==> config.mk <==
export PLATFORM = sky130hd
export DESIGN_NAME = trap_ctrl
export DESIGN_NICKNAME = d
export VERILOG_FILES = /design/src/rtl/trap_pkg.sv /design/src/rtl/trap_ctrl_irq_sync.sv /design/src/rtl/trap_ctrl.sv
export SDC_FILE = /design/constraint.sdc
export NUM_CORES = 1
export LEC_CHECK = 0
export ABC_AREA = 1
export CAP_MARGIN = 40
export CORE_AREA = 2 2 231 233
export CTS_CLUSTER_DIAMETER = 100
export DETAILED_ROUTE_END_ITERATION = 16
export DIE_AREA = 0 0 233 235
export GPL_TIMING_DRIVEN = 1
export SLEW_MARGIN = 20
export SYNTH_ARGS = -nofsm -noshare
export SYNTH_HDL_FRONTEND = slang
export SYNTH_SLANG_ARGS = --single-unit
==> constraint.sdc <==
create_clock -name clk -period 9.45 [get_ports clk]
set_input_delay 1.89 -clock clk [delete_from_list [all_inputs] [get_ports clk]]
set_output_delay 1.89 -clock clk [all_outputs]
set_load 0.01 [all_outputs]
==> src/rtl/trap_pkg.sv <==
// Shared types and constants for the machine-mode trap sequencer.
package trap_pkg;

  typedef enum logic [1:0] {
    IDLE     = 2'd0,
    DRAIN    = 2'd1,
    REDIRECT = 2'd2
  } state_t;

  typedef enum logic [1:0] {
    EV_EXC  = 2'd0,
    EV_IRQ  = 2'd1,
    EV_MRET = 2'd2
  } ev_kind_t;

  localparam logic [3:0] IRQ_MSI = 4'd3;
  localparam logic [3:0] IRQ_MTI = 4'd7;
  localparam logic [3:0] IRQ_MEI = 4'd11;

  // Fixed interrupt priority: external > software > timer.
  function automatic logic [3:0] irq_code(input logic ei, input logic si);
    if (ei) begin
      return IRQ_MEI;
    end else if (si) begin
      return IRQ_MSI;
    end else begin
      return IRQ_MTI;
    end
  endfunction

endpackage

==> src/rtl/trap_ctrl_irq_sync.sv <==
// Multi-flop synchroniser bringing one asynchronous interrupt line into the clk domain.
module irq_sync #(
  parameter int SYNC_STAGES = 2
) (
  input  logic clk,
  input  logic reset,
  input  logic irq_in,
  output logic sync_out
);

  logic [SYNC_STAGES-1:0] sync_r;

  // Shift the raw line through the synchroniser chain.
  always_ff @(posedge clk or posedge reset) begin
    if (reset) begin
      sync_r <= {SYNC_STAGES{1'b0}};
    end else begin
      sync_r <= {sync_r[SYNC_STAGES-2:0], irq_in};
    end
  end

  assign sync_out = sync_r[SYNC_STAGES-1];

endmodule

==> src/rtl/trap_ctrl.sv <==
// Machine-mode trap sequencer: accepts exception/interrupt/MRET, flushes and drains
// the pipeline, then issues a single redirect plus the matching CSR update strobe.
import trap_pkg::*;

module trap_ctrl #(
  parameter int XLEN        = 64,
  parameter int SYNC_STAGES = 2
) (
  input  logic            clk,
  input  logic            reset,
  input  logic            exc_valid_in,
  input  logic [3:0]      exc_cause_in,
  input  logic [XLEN-1:0] exc_pc_in,
  input  logic [XLEN-1:0] exc_tval_in,
  input  logic            mret_in,
  input  logic [XLEN-1:0] next_pc_in,
  input  logic            irq_ext_in,
  input  logic            irq_timer_in,
  input  logic            irq_sw_in,
  input  logic            mstatus_mie_in,
  input  logic            mie_meie_in,
  input  logic            mie_mtie_in,
  input  logic            mie_msie_in,
  input  logic [XLEN-1:0] mtvec_in,
  input  logic [XLEN-1:0] mepc_in,
  input  logic            drain_done_in,
  output logic            mip_meip_out,
  output logic            mip_mtip_out,
  output logic            mip_msip_out,
  output logic            flush_out,
  output logic            stall_out,
  output logic            redirect_valid_out,
  output logic [XLEN-1:0] redirect_pc_out,
  output logic            trap_we_out,
  output logic [XLEN-1:0] trap_mepc_out,
  output logic [XLEN-1:0] trap_mcause_out,
  output logic [XLEN-1:0] trap_mtval_out,
  output logic            mret_we_out
);

  state_t          state_r;
  ev_kind_t        kind_r;
  logic            ei_s, si_s, ti_s, irq_take_s;
  logic [3:0]      irq_code_s;
  logic [XLEN-1:0] base_s, irq_pc_s;
  logic            acc_valid_s;
  ev_kind_t        acc_kind_s;
  logic [XLEN-1:0] acc_pc_s, acc_mepc_s, acc_mcause_s, acc_mtval_s;
  logic            unused_s;

  assign unused_s = ^{mtvec_in[1], mepc_in[1:0]};

  irq_sync #(.SYNC_STAGES(SYNC_STAGES)) u_sync_ext (
    .clk(clk), .reset(reset), .irq_in(irq_ext_in), .sync_out(mip_meip_out));
  irq_sync #(.SYNC_STAGES(SYNC_STAGES)) u_sync_timer (
    .clk(clk), .reset(reset), .irq_in(irq_timer_in), .sync_out(mip_mtip_out));
  irq_sync #(.SYNC_STAGES(SYNC_STAGES)) u_sync_sw (
    .clk(clk), .reset(reset), .irq_in(irq_sw_in), .sync_out(mip_msip_out));

  // Event selection and trap target computation for the IDLE acceptance decision.
  always_comb begin
    ei_s       = mip_meip_out & mie_meie_in;
    si_s       = mip_msip_out & mie_msie_in;
    ti_s       = mip_mtip_out & mie_mtie_in;
    irq_take_s = mstatus_mie_in & (ei_s | si_s | ti_s);
    irq_code_s = irq_code(ei_s, si_s);
    base_s     = {mtvec_in[XLEN-1:2], 2'b00};
    if (mtvec_in[0]) begin
      irq_pc_s = base_s + {{(XLEN-6){1'b0}}, irq_code_s, 2'b00};
    end else begin
      irq_pc_s = base_s;
    end

    acc_valid_s  = 1'b0;
    acc_kind_s   = EV_EXC;
    acc_pc_s     = base_s;
    acc_mepc_s   = exc_pc_in;
    acc_mcause_s = {{(XLEN-4){1'b0}}, exc_cause_in};
    acc_mtval_s  = exc_tval_in;
    if (exc_valid_in) begin
      acc_valid_s = 1'b1;
    end else if (irq_take_s) begin
      acc_valid_s  = 1'b1;
      acc_kind_s   = EV_IRQ;
      acc_pc_s     = irq_pc_s;
      acc_mepc_s   = next_pc_in;
      acc_mcause_s = {1'b1, {(XLEN-5){1'b0}}, irq_code_s};
      acc_mtval_s  = {XLEN{1'b0}};
    end else if (mret_in) begin
      acc_valid_s = 1'b1;
      acc_kind_s  = EV_MRET;
      acc_pc_s    = {mepc_in[XLEN-1:2], 2'b00};
    end else begin
      acc_valid_s = 1'b0;
    end
  end

  // Sequencer FSM with registered strobes and latched redirect/CSR values.
  always_ff @(posedge clk or posedge reset) begin
    if (reset) begin
      state_r            <= IDLE;
      kind_r             <= EV_EXC;
      flush_out          <= 1'b0;
      stall_out          <= 1'b0;
      redirect_valid_out <= 1'b0;
      redirect_pc_out    <= {XLEN{1'b0}};
      trap_we_out        <= 1'b0;
      trap_mepc_out      <= {XLEN{1'b0}};
      trap_mcause_out    <= {XLEN{1'b0}};
      trap_mtval_out     <= {XLEN{1'b0}};
      mret_we_out        <= 1'b0;
    end else begin
      flush_out          <= 1'b0;
      redirect_valid_out <= 1'b0;
      trap_we_out        <= 1'b0;
      mret_we_out        <= 1'b0;
      case (state_r)
        IDLE: begin
          if (acc_valid_s) begin
            state_r         <= DRAIN;
            kind_r          <= acc_kind_s;
            flush_out       <= 1'b1;
            stall_out       <= 1'b1;
            redirect_pc_out <= acc_pc_s;
            // MRET leaves the trap CSR values untouched; they are never strobed for it.
            if (acc_kind_s != EV_MRET) begin
              trap_mepc_out   <= acc_mepc_s;
              trap_mcause_out <= acc_mcause_s;
              trap_mtval_out  <= acc_mtval_s;
            end
          end else begin
            stall_out <= 1'b0;
          end
        end
        DRAIN: begin
          if (drain_done_in) begin
            state_r            <= REDIRECT;
            redirect_valid_out <= 1'b1;
            trap_we_out        <= (kind_r != EV_MRET);
            mret_we_out        <= (kind_r == EV_MRET);
          end
        end
        REDIRECT: begin
          state_r   <= IDLE;
          stall_out <= 1'b0;
        end
        default: begin
          state_r   <= IDLE;
          stall_out <= 1'b0;
        end
      endcase
    end
  end

endmodule

==> flow_summary_export.csv <==
group,metric,value,unit
layout,final_nets,2640,
sta,max_freq,199,MHz
run,drv_cap,0,
sta,fin_worst_hold_slack,0.353,ns
placed_design,place_congestion,0.935,
sta,period_share,0.532,
worst_setup_path,worstPathMaxFanout,79,
global_route,antenna_found_initial,8,
layout,final_common_cell,"nand2_1",
routing,routed_wl,65000,um
clock_network,cts_setup_buffers,0,
placed_design,placedCellCount,2959,
placed_design,port_buffers,535,
global_route,grtUsageTotal,0.229,
yosys,synth_cell_types,41,
min_path,hp-class,"reg2reg",
pwr,p_per_area,259,nW/um^2
worst_setup_path,slowest_stage,"buf_4",
pwr,ir_worst_vdd,0.153,mV
worst_setup_path,crit_arrival,5.55,ns
layout,fill_cells,5470,
yosys,syn_area,13000,sq um
pwr,power_switching,0.00197,W
worst_setup_path,r2r-start,"u_sync_ext.sync_r[1]",
sta,period_minus_slack,5.03,ns
clock_network,ctsHoldBuffers,0,
worst_setup_path,path_buf_inv,6,
sta,rsz0062_at_grt,"false",
min_path,hold_start,"u_sync_ext.sync_r[0]",
layout,final_cell_mix,"nand2_1 (536), clkdlybuf4s50_1 (534), dfrtp_1 (210)",
sta,fin_skew,0.0170,ns
pwr,pwr-share-comb,0.477,
clock_network,numCtsBuffers,27,
placed_design,dpl.hpwl,49800,um
pwr,clockPowerShare,0.218,
floorplan,die_w,233,um
yosys,synth_compound_area_frac,0.164,
worst_setup_path,path_cells,"clkdlybuf4s50_1 -> nand2_1 -> o21ai_2 -> inv_2 -> nand2_1 -> nand2_2 -> buf_16 -> nand3_2 -> inv_4 -> buf_4 -> buf_4 -> nand2_1 -> a21oi_1 -> a21oi_1 -> nand2_1",
global_route,overflow,0,
clock_network,clk_latency,0.58,ns
layout,final_area,19600,sq um
floorplan,dieHeight,235,um
global_route,grt_pass1_wl,93400,um
global_route,grt_pass1_vias,14100,
clock_network,cts-root-buf,"clkbuf_16",
outcome,status,"complete, no violations",
clock_network,cts_tree,"done",
yosys,yosysSeqAreaShare,0.403,
sta,final.setup.tns,0,ns
worst_setup_path,max_stage_delay,0.78,ns
yosys,synth_mux_area_frac,0,
routing,antenna_left,0,
sta,max_slew_margin,0.443,
clock_network,clock_sinks,210,
yosys,syn_avg_cell_area,7.13,sq um
sta,hold_viol,0,
worst_setup_path,start_kind,"input pin",
yosys,synth_top_family_by_area,"simple AND/OR/NAND/NOR gates",
yosys,synth_fa_ha_area_frac,0.00288,
pwr,intPower,0.00311,W
yosys,syn_inst,1828,
routing,drcViolationCount,0,
routing,vias_per_cell,4.79,
floorplan,row_count,84,
min_path,hold_depth,0,
sta,final-setup-viol-count,0,
worst_setup_path,critPathTopFamily,"buffers and inverters",
routing,dr.pass1.iters,5,
yosys,ys_ff_latch,210,
layout,post-route-util,0.375,
routing,wl_per_cell,21.6,um
routing,drt_iter0_markers,948,
pwr,power_leakage,8.66,nW
sta,slew_viol_final,0,
floorplan,initial_utilization,0.249,
placed_design,placed_area,18600,sq um
worst_setup_path,rr_endpoint,"redirect_pc_out[19]",
floorplan,io_pins,600,
worst_setup_path,worstPathRequired,9.97,ns
yosys,ys_warn_count,0,
floorplan,dieArea,54800,sq um
worst_setup_path,critPathKind,"in2reg",
floorplan,fp.coreArea,52200,sq um
worst_setup_path,cp_common_cell,"nand2_1",
layout,stdcell_count,3010,
layout,drive_above_1_share,0.0672,
yosys,synthSimpleGateAreaFrac,0.308,
global_route,grt_max_degree,97,
worst_setup_path,r2r_cells,14,
layout,area_growth,50.5,%
min_path,hold_end,"u_sync_ext.sync_r[1]",
clock_network,htree_levels,1,
clock_network,clockBufferDepth,3,
worst_setup_path,end_kind,"flop",
sta,tightest_slew,0.836,ns
routing,vias,14400,
pwr,pwr-share-seq,0.305,
pwr,swShare,0.388,
yosys,synth_xor_area_frac,0.0114,
clock_network,clk_pin_slew,0.06,ns
worst_setup_path,regToRegSetupSlack,5.77,ns
clock_network,cts_resized,0,
worst_setup_path,path_depth,15,
## state kept, by name, summed over array words and instances (netlist names)
register,cells
trap_mepc_out,64
trap_mtval_out,64
redirect_pc_out,62
trap_mcause_out,5
kind_r,2
state_r,2
u_sync_ext.sync_r,2
u_sync_sw.sync_r,2
u_sync_timer.sync_r,2
flush_out,1
mret_we_out,1
redirect_valid_out,1
stall_out,1
trap_we_out,1
## per-stage QoR
step	setup slack, ns	power, W
after floorplan	1.82	0.00262
after global placement	3.66	0.00397
after detailed placement	3.71	0.00400
after CTS	4.32	0.00514
after global routing	4.17	0.00540
final	4.42	0.00507
## per-layer routing
layer / track usage / share of wire / vias up / wire length, um
li1: - / - / 6854 / -
met3: 0.0529 / 0.076 / 94 / 4930
met1: 0.265 / 0.38 / 6889 / 25000
met4: 0.0704 / 0.033 / 14 / 2130
met5: 0 / 0.0013 / - / 86
met2: 0.413 / 0.51 / 555 / 32800
## cells in the mapped netlist, drive strengths merged
cell type,number,area share
dfrtp,210,0.40
clkinv,1,0.00029
buf,124,0.065
inv,110,0.032
xor2,14,0.0094
o211ai,66,0.038
nand3b,1,0.00058
nor3,12,0.0046
o2111ai,1,0.00067
o21ai,184,0.071
o21a,3,0.0017
nor2,130,0.041
and2,1,0.00048
nor3b,1,0.00058
a31oi,9,0.0043
nand2,540,0.16
or2,67,0.032
xnor2,3,0.0020
nand3,163,0.064
nand4,14,0.0067
nor4,4,0.0019
a21o,3,0.0017
clkbuf,44,0.013
ha,3,0.0029
conb,1,0.00029
o22ai,10,0.0048
a21boi,2,0.0012
a21oi,105,0.040
and3,1,0.00048
o21bai,1,0.00058
## how the worst max path moves through the flow
| stage | end | startpoint | slack (ns) |
|---|---|---|---|
| 2_1_floorplan | flush_out | reset | 1.82 |
| 3_3_place_gp | redirect_pc_out[21] | mie_meie_in | 3.66 |
| 3_5_place_dp | trap_mepc_out[59] | mie_msie_in | 3.71 |
| 4_1_cts | trap_mepc_out[59] | mie_meie_in | 4.32 |
| 5_1_grt | redirect_pc_out[32] | mie_meie_in | 4.17 |
| 6_report | redirect_pc_out[19] | mie_meie_in | 4.42 |
## kinds of logic (layout without fill, tap and decap cells)
kind of cell	count (synthesis)	count (layout)
AND/OR/NAND/NOR	934	934
AO/OA/AOI/OAI	384	384
flip-flops	210	210
adder cells (fa/ha/maj)	3	3
XOR/XNOR	17	17
buffers and inverters	279	712
other	1	62
## worst register-to-register path, delay by kind of cell, from the launching register on
family	cells	cell delay (ns)
compound gates	3	0.30
flops	1	0.38
simple gates	6	1.02
buf+inv	5	1.92
## power groups by stage
stage	clock network, W	logic [W]	registers [W]
2_1_floorplan	0	0.000891	0.00173
3_3_place_gp	0	0.00243	0.00154
3_5_place_dp	0	0.00245	0.00156
4_1_cts	0.00114	0.00245	0.00155
5_1_grt	0.00118	0.00261	0.00160
6_report	0.00110	0.00242	0.00155
## layout make-up
class	instances	area (sq um)	area share
Antenna cell	1	2.50	0.000128
Tap cell	688	861	0.0439
Clock buffer	34	752	0.0383
Multi-Input combinational cell	1399	6590	0.336
Clock inverter	15	186	0.00951
Inverter	111	429	0.0219
Timing Repair Buffer	552	5540	0.282
Sequential cell	210	5260	0.268
Note: power is estimated with default switching activity, not from simulation.
